<file path="src/rtl/ddr_rd_burst_sched_if.sv">
// rtl/ddr_rd_burst_sched_if.sv - AXI read channel and output FIFO write port of the capture read-back scheduler
interface ddr_rd_burst_sched_if #(
    parameter int CTRL_ADDR_WIDTH = 28,
    parameter int DATA_WIDTH      = 64
);
    logic [CTRL_ADDR_WIDTH-1:0] axi_araddr;
    logic [3:0]                 axi_arlen;
    logic                       axi_arvalid;
    logic                       axi_arready;
    logic [DATA_WIDTH-1:0]      axi_rdata;
    logic                       axi_rvalid;
    logic                       axi_rlast;
    logic                       fifo_alfull;
    logic [DATA_WIDTH-1:0]      fifo_wdata;
    logic                       fifo_wen;

    modport master (
        output axi_araddr, axi_arlen, axi_arvalid,
        input  axi_arready, axi_rdata, axi_rvalid, axi_rlast, fifo_alfull,
        output fifo_wdata, fifo_wen
    );

    modport slave (
        input  axi_araddr, axi_arlen, axi_arvalid,
        output axi_arready, axi_rdata, axi_rvalid, axi_rlast, fifo_alfull,
        input  fifo_wdata, fifo_wen
    );
endinterface

</file>
<file path="src/rtl/ddr_rd_burst_sched.sv">
// rtl/ddr_rd_burst_sched.sv - splits a capture read job into single-outstanding AXI bursts gated by FIFO space
module ddr_rd_burst_sched #(
    parameter int CTRL_ADDR_WIDTH = 28,
    parameter int DATA_WIDTH      = 64,
    parameter int LEN_WIDTH       = 11,
    parameter int MAX_BURST       = 16,
    parameter int ADDR_STEP       = 8
) (
    input  logic                       clk,
    input  logic                       rst,
    input  logic                       rd_start,
    input  logic [CTRL_ADDR_WIDTH-1:0] rd_addr,
    input  logic [LEN_WIDTH-1:0]       rd_len,
    output logic                       rd_busy,
    output logic                       rd_done,
    output logic                       rd_err,
    ddr_rd_burst_sched_if.master       bus
);
    typedef enum logic [2:0] {S_IDLE, S_CHECK, S_ADDR, S_DATA, S_DONE} state_t;

    state_t                     state, state_nxt;
    logic [CTRL_ADDR_WIDTH-1:0] cur_addr, cur_addr_nxt;
    logic [LEN_WIDTH-1:0]       remain, remain_nxt;
    logic [4:0]                 blen, blen_nxt, beat_cnt, beat_cnt_nxt;
    logic [CTRL_ADDR_WIDTH-1:0] araddr_nxt;
    logic [3:0]                 arlen_nxt;
    logic                       arvalid_nxt, busy_nxt, done_nxt, err_nxt;
    logic [4:0]                 blen_calc;
    logic                       last_beat;

    assign blen_calc = (remain < LEN_WIDTH'(MAX_BURST)) ? 5'(remain) : 5'(MAX_BURST);
    assign last_beat = (beat_cnt + 5'd1) == blen;

    always_comb begin
        state_nxt    = state;
        cur_addr_nxt = cur_addr;
        remain_nxt   = remain;
        blen_nxt     = blen;
        beat_cnt_nxt = beat_cnt;
        araddr_nxt   = bus.axi_araddr;
        arlen_nxt    = bus.axi_arlen;
        arvalid_nxt  = bus.axi_arvalid;
        busy_nxt     = rd_busy;
        done_nxt     = 1'b0;
        err_nxt      = rd_err;
        case (state)
            S_IDLE: begin
                if (rd_start) begin
                    if (rd_len != '0) begin
                        cur_addr_nxt = rd_addr;
                        remain_nxt   = rd_len;
                        err_nxt      = 1'b0;
                        busy_nxt     = 1'b1;
                        state_nxt    = S_CHECK;
                    end else begin
                        done_nxt = 1'b1;
                    end
                end
            end
            // R has no back-pressure, so a burst is only requested once the FIFO can take all of it
            S_CHECK: begin
                if (!bus.fifo_alfull) begin
                    blen_nxt     = blen_calc;
                    araddr_nxt   = cur_addr;
                    arlen_nxt    = 4'(blen_calc - 5'd1);
                    arvalid_nxt  = 1'b1;
                    beat_cnt_nxt = '0;
                    state_nxt    = S_ADDR;
                end
            end
            S_ADDR: begin
                if (bus.axi_arready) begin
                    arvalid_nxt  = 1'b0;
                    cur_addr_nxt = cur_addr + CTRL_ADDR_WIDTH'(blen) * CTRL_ADDR_WIDTH'(ADDR_STEP);
                    remain_nxt   = remain - LEN_WIDTH'(blen);
                    state_nxt    = S_DATA;
                end
            end
            // burst length is trusted over rlast; a disagreement only raises the sticky error
            S_DATA: begin
                if (bus.axi_rvalid) begin
                    beat_cnt_nxt = beat_cnt + 5'd1;
                    if (bus.axi_rlast != last_beat) begin
                        err_nxt = 1'b1;
                    end
                    if (last_beat) begin
                        if (remain == '0) begin
                            done_nxt  = 1'b1;
                            busy_nxt  = 1'b0;
                            state_nxt = S_DONE;
                        end else begin
                            state_nxt = S_CHECK;
                        end
                    end
                end
            end
            S_DONE:  state_nxt = S_IDLE;
            default: state_nxt = S_IDLE;
        endcase
    end

    always_ff @(posedge clk) begin
        if (rst) begin
            state           <= S_IDLE;
            cur_addr        <= '0;
            remain          <= '0;
            blen            <= '0;
            beat_cnt        <= '0;
            bus.axi_araddr  <= '0;
            bus.axi_arlen   <= '0;
            bus.axi_arvalid <= 1'b0;
            rd_busy         <= 1'b0;
            rd_done         <= 1'b0;
            rd_err          <= 1'b0;
            bus.fifo_wen    <= 1'b0;
            bus.fifo_wdata  <= '0;
        end else begin
            state           <= state_nxt;
            cur_addr        <= cur_addr_nxt;
            remain          <= remain_nxt;
            blen            <= blen_nxt;
            beat_cnt        <= beat_cnt_nxt;
            bus.axi_araddr  <= araddr_nxt;
            bus.axi_arlen   <= arlen_nxt;
            bus.axi_arvalid <= arvalid_nxt;
            rd_busy         <= busy_nxt;
            rd_done         <= done_nxt;
            rd_err          <= err_nxt;
            bus.fifo_wen    <= bus.axi_rvalid;
            bus.fifo_wdata  <= bus.axi_rdata;
        end
    end
endmodule
</file>
<file path="src/flat_wrapper.sv">
// flat-port wrapper written by rule: the top's interface ports become plain ports
module ddr_rd_burst_sched_flat 
#(
    parameter int CTRL_ADDR_WIDTH = 28,
    parameter int DATA_WIDTH      = 64,
    parameter int LEN_WIDTH       = 11,
    parameter int MAX_BURST       = 16,
    parameter int ADDR_STEP       = 8
)
  (clk, rst, rd_start, rd_addr, rd_len, rd_busy, rd_done, rd_err, bus_axi_araddr, bus_axi_arlen, bus_axi_arvalid, bus_axi_arready, bus_axi_rdata, bus_axi_rvalid, bus_axi_rlast, bus_fifo_alfull, bus_fifo_wdata, bus_fifo_wen);
  ddr_rd_burst_sched_if #(.CTRL_ADDR_WIDTH(CTRL_ADDR_WIDTH), .DATA_WIDTH(DATA_WIDTH)) bus_i ();
  input  logic clk;
  input  logic rst;
  input  logic rd_start;
  input  logic [CTRL_ADDR_WIDTH-1:0] rd_addr;
  input  logic [LEN_WIDTH-1:0] rd_len;
  output logic rd_busy;
  output logic rd_done;
  output logic rd_err;
  output wire logic [$bits(bus_i.axi_araddr)-1:0] bus_axi_araddr;
  output wire logic [$bits(bus_i.axi_arlen)-1:0] bus_axi_arlen;
  output wire logic [$bits(bus_i.axi_arvalid)-1:0] bus_axi_arvalid;
  input wire logic [$bits(bus_i.axi_arready)-1:0] bus_axi_arready;
  input wire logic [$bits(bus_i.axi_rdata)-1:0] bus_axi_rdata;
  input wire logic [$bits(bus_i.axi_rvalid)-1:0] bus_axi_rvalid;
  input wire logic [$bits(bus_i.axi_rlast)-1:0] bus_axi_rlast;
  input wire logic [$bits(bus_i.fifo_alfull)-1:0] bus_fifo_alfull;
  output wire logic [$bits(bus_i.fifo_wdata)-1:0] bus_fifo_wdata;
  output wire logic [$bits(bus_i.fifo_wen)-1:0] bus_fifo_wen;
  assign bus_axi_araddr = bus_i.axi_araddr;
  assign bus_axi_arlen = bus_i.axi_arlen;
  assign bus_axi_arvalid = bus_i.axi_arvalid;
  assign bus_i.axi_arready = bus_axi_arready;
  assign bus_i.axi_rdata = bus_axi_rdata;
  assign bus_i.axi_rvalid = bus_axi_rvalid;
  assign bus_i.axi_rlast = bus_axi_rlast;
  assign bus_i.fifo_alfull = bus_fifo_alfull;
  assign bus_fifo_wdata = bus_i.fifo_wdata;
  assign bus_fifo_wen = bus_i.fifo_wen;
  ddr_rd_burst_sched #(.CTRL_ADDR_WIDTH(CTRL_ADDR_WIDTH), .DATA_WIDTH(DATA_WIDTH), .LEN_WIDTH(LEN_WIDTH), .MAX_BURST(MAX_BURST), .ADDR_STEP(ADDR_STEP)) u_core (.clk(clk), .rst(rst), .rd_start(rd_start), .rd_addr(rd_addr), .rd_len(rd_len), .rd_busy(rd_busy), .rd_done(rd_done), .rd_err(rd_err), .bus(bus_i));
endmodule
</file>
<file path="config.mk">
export PLATFORM = sky130hd
export DESIGN_NAME = ddr_rd_burst_sched_flat
export DESIGN_NICKNAME = d
export VERILOG_FILES = /design/src/rtl/ddr_rd_burst_sched_if.sv /design/src/rtl/ddr_rd_burst_sched.sv /design/src/flat_wrapper.sv
export SDC_FILE = /design/constraint.sdc
export NUM_CORES = 1
export LEC_CHECK = 0
export CAP_MARGIN = 20
export CELL_PAD_IN_SITES_DETAIL_PLACEMENT = 1
export CELL_PAD_IN_SITES_GLOBAL_PLACEMENT = 1
export CORE_MARGIN = 2
export CORE_UTILIZATION = 35
export CTS_BUF_LIST = sky130_fd_sc_hd__clkbuf_8
export DETAILED_ROUTE_END_ITERATION = 6
export GPL_TIMING_DRIVEN = 0
export PLACE_DENSITY = 0.91
export SYNTH_ARGS = -nofsm -noshare
export SYNTH_HDL_FRONTEND = slang
export SYNTH_SLANG_ARGS = --single-unit
</file>
<file path="constraint.sdc">
create_clock -name clk -period 2.46 [get_ports clk]
set_input_delay 0.492 -clock clk [delete_from_list [all_inputs] [get_ports clk]]
set_output_delay 0.492 -clock clk [all_outputs]
set_load 0.02 [all_outputs]
</file>
==> results.py <==
metrics = {
    "floorplan": {
        "std_cell_rows": 49,
        "ios": 211,
        "start_util": 0.360,
        "fp.dieH_um": 141,
        "coreArea_um2": 18100,
        "die_x_um": 141,
        "dieArea_um2": 19800,
    },
    "worst_setup_path": {
        "max_stage_delay_ns": 0.39,
        "path_max_fanout": 10,
        "cp_slowest_cell": "fa_2",
        "setup.worst_path.end_class": "flip-flop",
        "path_cells": "ha_1, fa_2, a211oi_2, o21bai_2, buf_2, a41o_1, a21oi_1, nor3_1",
        "crit_required_ns": 2.79,
        "worst-setup-path-type": "reg -> reg",
        "cp.arrival_ns": 2.70,
        "rrSetupSlack_ns": 0.09,
        "cp-start-kind": "flip-flop",
    },
    "layout": {
        "fillCellCount": 2098,
        "layout.area.seq_um2": 3060,
        "fin_nets": 1090,
        "areaGrowthSynthToFinish_pct": 42.8,
        "final_common_cell": "clkdlybuf4s50_1",
        "utilization": 0.514,
        "drive_above_1_share": 0.0664,
        "num_antenna_cells": 0,
        "final_cell_mix": "209 x clkdlybuf4s50_1, 153 x dfxtp_1, 101 x nand2_1",
        "multi_input_area_um2": 3230,
    },
    "clocking": {
        "tritoncts": "done",
        "clock-sinks": 153,
        "cts_buffers": 17,
        "cts_buffer_depth": 2,
        "cts-root-buf": "clkbuf_8",
        "clk_pin_slew_ns": 0.09,
        "clk-insertion-delay-late_ns": 0.48,
        "htreeDepth": 4,
    },
    "power": {
        "power.density_nw_per_um2": 795,
        "peakVddDrop_mv": 0.437,
        "switchingPower_mw": 2.81,
        "seqPwrFrac": 0.411,
        "p_sw_frac": 0.379,
        "clockPowerShare": 0.255,
        "leakagePower_nw": 3.37,
        "p_comb_frac": 0.333,
        "power.internal_mw": 4.60,
    },
    "drt": {
        "vias": 6683,
        "drt-wirelength-per-cell_um": 20.3,
        "ant_nets": 0,
        "wirelength_um": 24500,
        "drc": 0,
        "drt_first_pass_iters": 5,
        "first_iter_violations": 537,
        "viasPerCell": 5.53,
    },
    "timing": {
        "finalHoldViolations": 0,
        "finalMaxSlewViolations": 0,
        "whs_ns": 0.458,
        "worst_pin_slew_ns": 0.799,
        "relSlewSlack": 0.466,
        "skew_ns": 0.0187,
        "fmax_mhz": 422,
        "tns_ns": 0,
        "setup_violations": 0,
        "period_needed_ns": 2.37,
        "min_period_over_period": 0.963,
    },
    "global_routing": {
        "grt_max_degree": 17,
        "antenna_found_initial": 0,
        "grt_pass1_vias": 6764,
        "grt_pass1_wl_um": 37300,
        "grt_overflow": 0,
        "grt_usage": 0.244,
    },
    "place": {
        "dp_hpwl_um": 18200,
        "gp_congestion": 0.921,
        "io_buffers": 209,
    },
    "synthesis": {
        "synth-main-ff-cell": "dfxtp_1",
        "ys_warn_count": 0,
        "synth_cell_type_count": 75,
        "ys_seq_area_frac": 0.469,
        "synth_nets": 861,
        "syn_inst": 737,
        "ys_ff_latch": 153,
        "netlist_area_um2": 6530,
        "synth_edf_count": 0,
        "synthArstFlopShare": 0,
        "synth_area_per_cell_um2": 8.86,
    },
    "status": {
        "status": "complete, no violations",
    },
    "flow_run": {
        "max-cap-violations": 0,
    },
    "worst_hold_path": {
        "hold_class": "reg -> reg",
    },
}
-- critical path: cells and delay by family, from the launching register on --
kind                       cells  cell delay (ns)
AOI/OAI and AO/OA              4             0.91
buffers and inverters          1             0.23
DFF                            1             0.38
adders and majority gates      2             0.66
and+or+nand+nor                1             0.06
-- cells in the mapped netlist, drive strengths merged, types with 4 or more instances --
| master | instances | area share |
|---|---|---|
| mux2i | 8 | 0.012 |
| a21o | 8 | 0.0092 |
| o21ai | 28 | 0.021 |
| or4 | 4 | 0.0052 |
| o31ai | 5 | 0.0058 |
| nor3 | 12 | 0.0092 |
| and3 | 4 | 0.0038 |
| ha | 12 | 0.023 |
| dfxtp | 153 | 0.47 |
| clkbuf | 37 | 0.021 |
| nand4 | 11 | 0.013 |
| nand3b | 4 | 0.0046 |
| o211ai | 5 | 0.0058 |
| a21boi | 6 | 0.0086 |
| nand2 | 102 | 0.059 |
| buf | 13 | 0.012 |
| and4 | 4 | 0.0054 |
| nor4 | 7 | 0.010 |
| o22ai | 5 | 0.0048 |
| inv | 12 | 0.0069 |
| a31oi | 14 | 0.013 |
| and2 | 5 | 0.0048 |
| nor2b | 73 | 0.070 |
| a21oi | 65 | 0.051 |
| nor2 | 31 | 0.018 |
| xnor2 | 7 | 0.0094 |
| nand3 | 23 | 0.018 |
| a211oi | 18 | 0.021 |
-- kinds of logic (layout without fill, tap and decap cells) --
kind of cell / after synthesis / after routing / share of synthesized area
multiplexers: 9 / 9 / 0.0140
adder cells (fa/ha/maj): 14 / 14 / 0.0291
AND/OR/NAND/NOR: 296 / 296 / 0.240
flip-flops: 153 / 153 / 0.469
AO/OA/AOI/OAI: 193 / 193 / 0.194
buffers and inverters: 62 / 304 / 0.0397
XOR/XNOR: 10 / 10 / 0.0134
-- area by class of cell --
| cell class | instances | share of cell area |
|---|---|---|
| Sequential cell | 153 | 0.329 |
| Timing Repair Buffer | 210 | 0.225 |
| Multi-Input combinational cell | 522 | 0.346 |
| Tap cell | 229 | 0.0307 |
| Inverter | 12 | 0.00483 |
| Clock buffer | 19 | 0.0281 |
| Clock inverter | 13 | 0.0129 |
| Buffer | 50 | 0.0232 |
-- sequential cells by signal, indices dropped and copies added, names as in the netlist --
register and count:
u_core.remain 11, u_core.beat_cnt 5, u_core.rd_done 1, u_core.bus.fifo_wdata 64
u_core.rd_err 1, u_core.bus.axi_araddr 28, u_core.blen 5, u_core.state 3
u_core.bus.axi_arlen 4, u_core.rd_busy 1, u_core.cur_addr 28, u_core.bus.axi_arvalid 1
u_core.bus.fifo_wen 1
-- routing by layer --
metal  vias to the layer above  GRT usage  share of wire
met4                         0     0.0942          0.027
met1                      3237      0.295           0.41
li1                       3065          -              -
met3                        57     0.0533          0.073
met2                       324      0.423           0.49
met5                         -          0              0
-- power by group through the flow --
stage / clock, mW / combinational [mW] / sequential, mW
2_1_floorplan: 0 / 1.34 / 3.15
5_1_grt: 2.04 / 2.63 / 3.08
6_report: 1.89 / 2.47 / 3.05
4_1_cts: 1.92 / 2.41 / 3.04
3_5_place_dp: 0 / 2.39 / 3.09
3_3_place_gp: 0 / 2.31 / 3.07
-- final timing paths --
| kind | startpoint | end | cells after the start |
|---|---|---|---|
| setup / recovery | u_core.blen[0] | u_core.cur_addr[11] | 8 |
| hold reg to reg | u_core.cur_addr[1] | u_core.bus.axi_araddr[1] | 2 |
| hold / removal | u_core.cur_addr[1] | u_core.bus.axi_araddr[1] | 2 |
| setup reg to reg | u_core.blen[0] | u_core.cur_addr[11] | 8 |
-- stage by stage --
step           cell area [um2]  total power [mW]  setup slack, ns  std cells
2_1_floorplan             6530              4.49            0.324        737
3_3_place_gp              8900              5.39           -0.329       1175
3_5_place_dp              8900              5.48           -0.334       1175
4_1_cts                   9300              7.37           0.0240       1207
5_1_grt                   9320              7.75         -0.00298       1208
6_report                  9320              7.41           0.0920       1208
-- timing repair --
| item | CTS | global route |
|---|---|---|
| endpoints found under the setup margin | 5 | 19 |
| buffers inserted | 0 | 1 |
| resized for setup | 2 | 7 |
| pin swaps | 0 | 1 |
| hold buffers | 0 | 0 |
(Power assumes the default switching activity.)
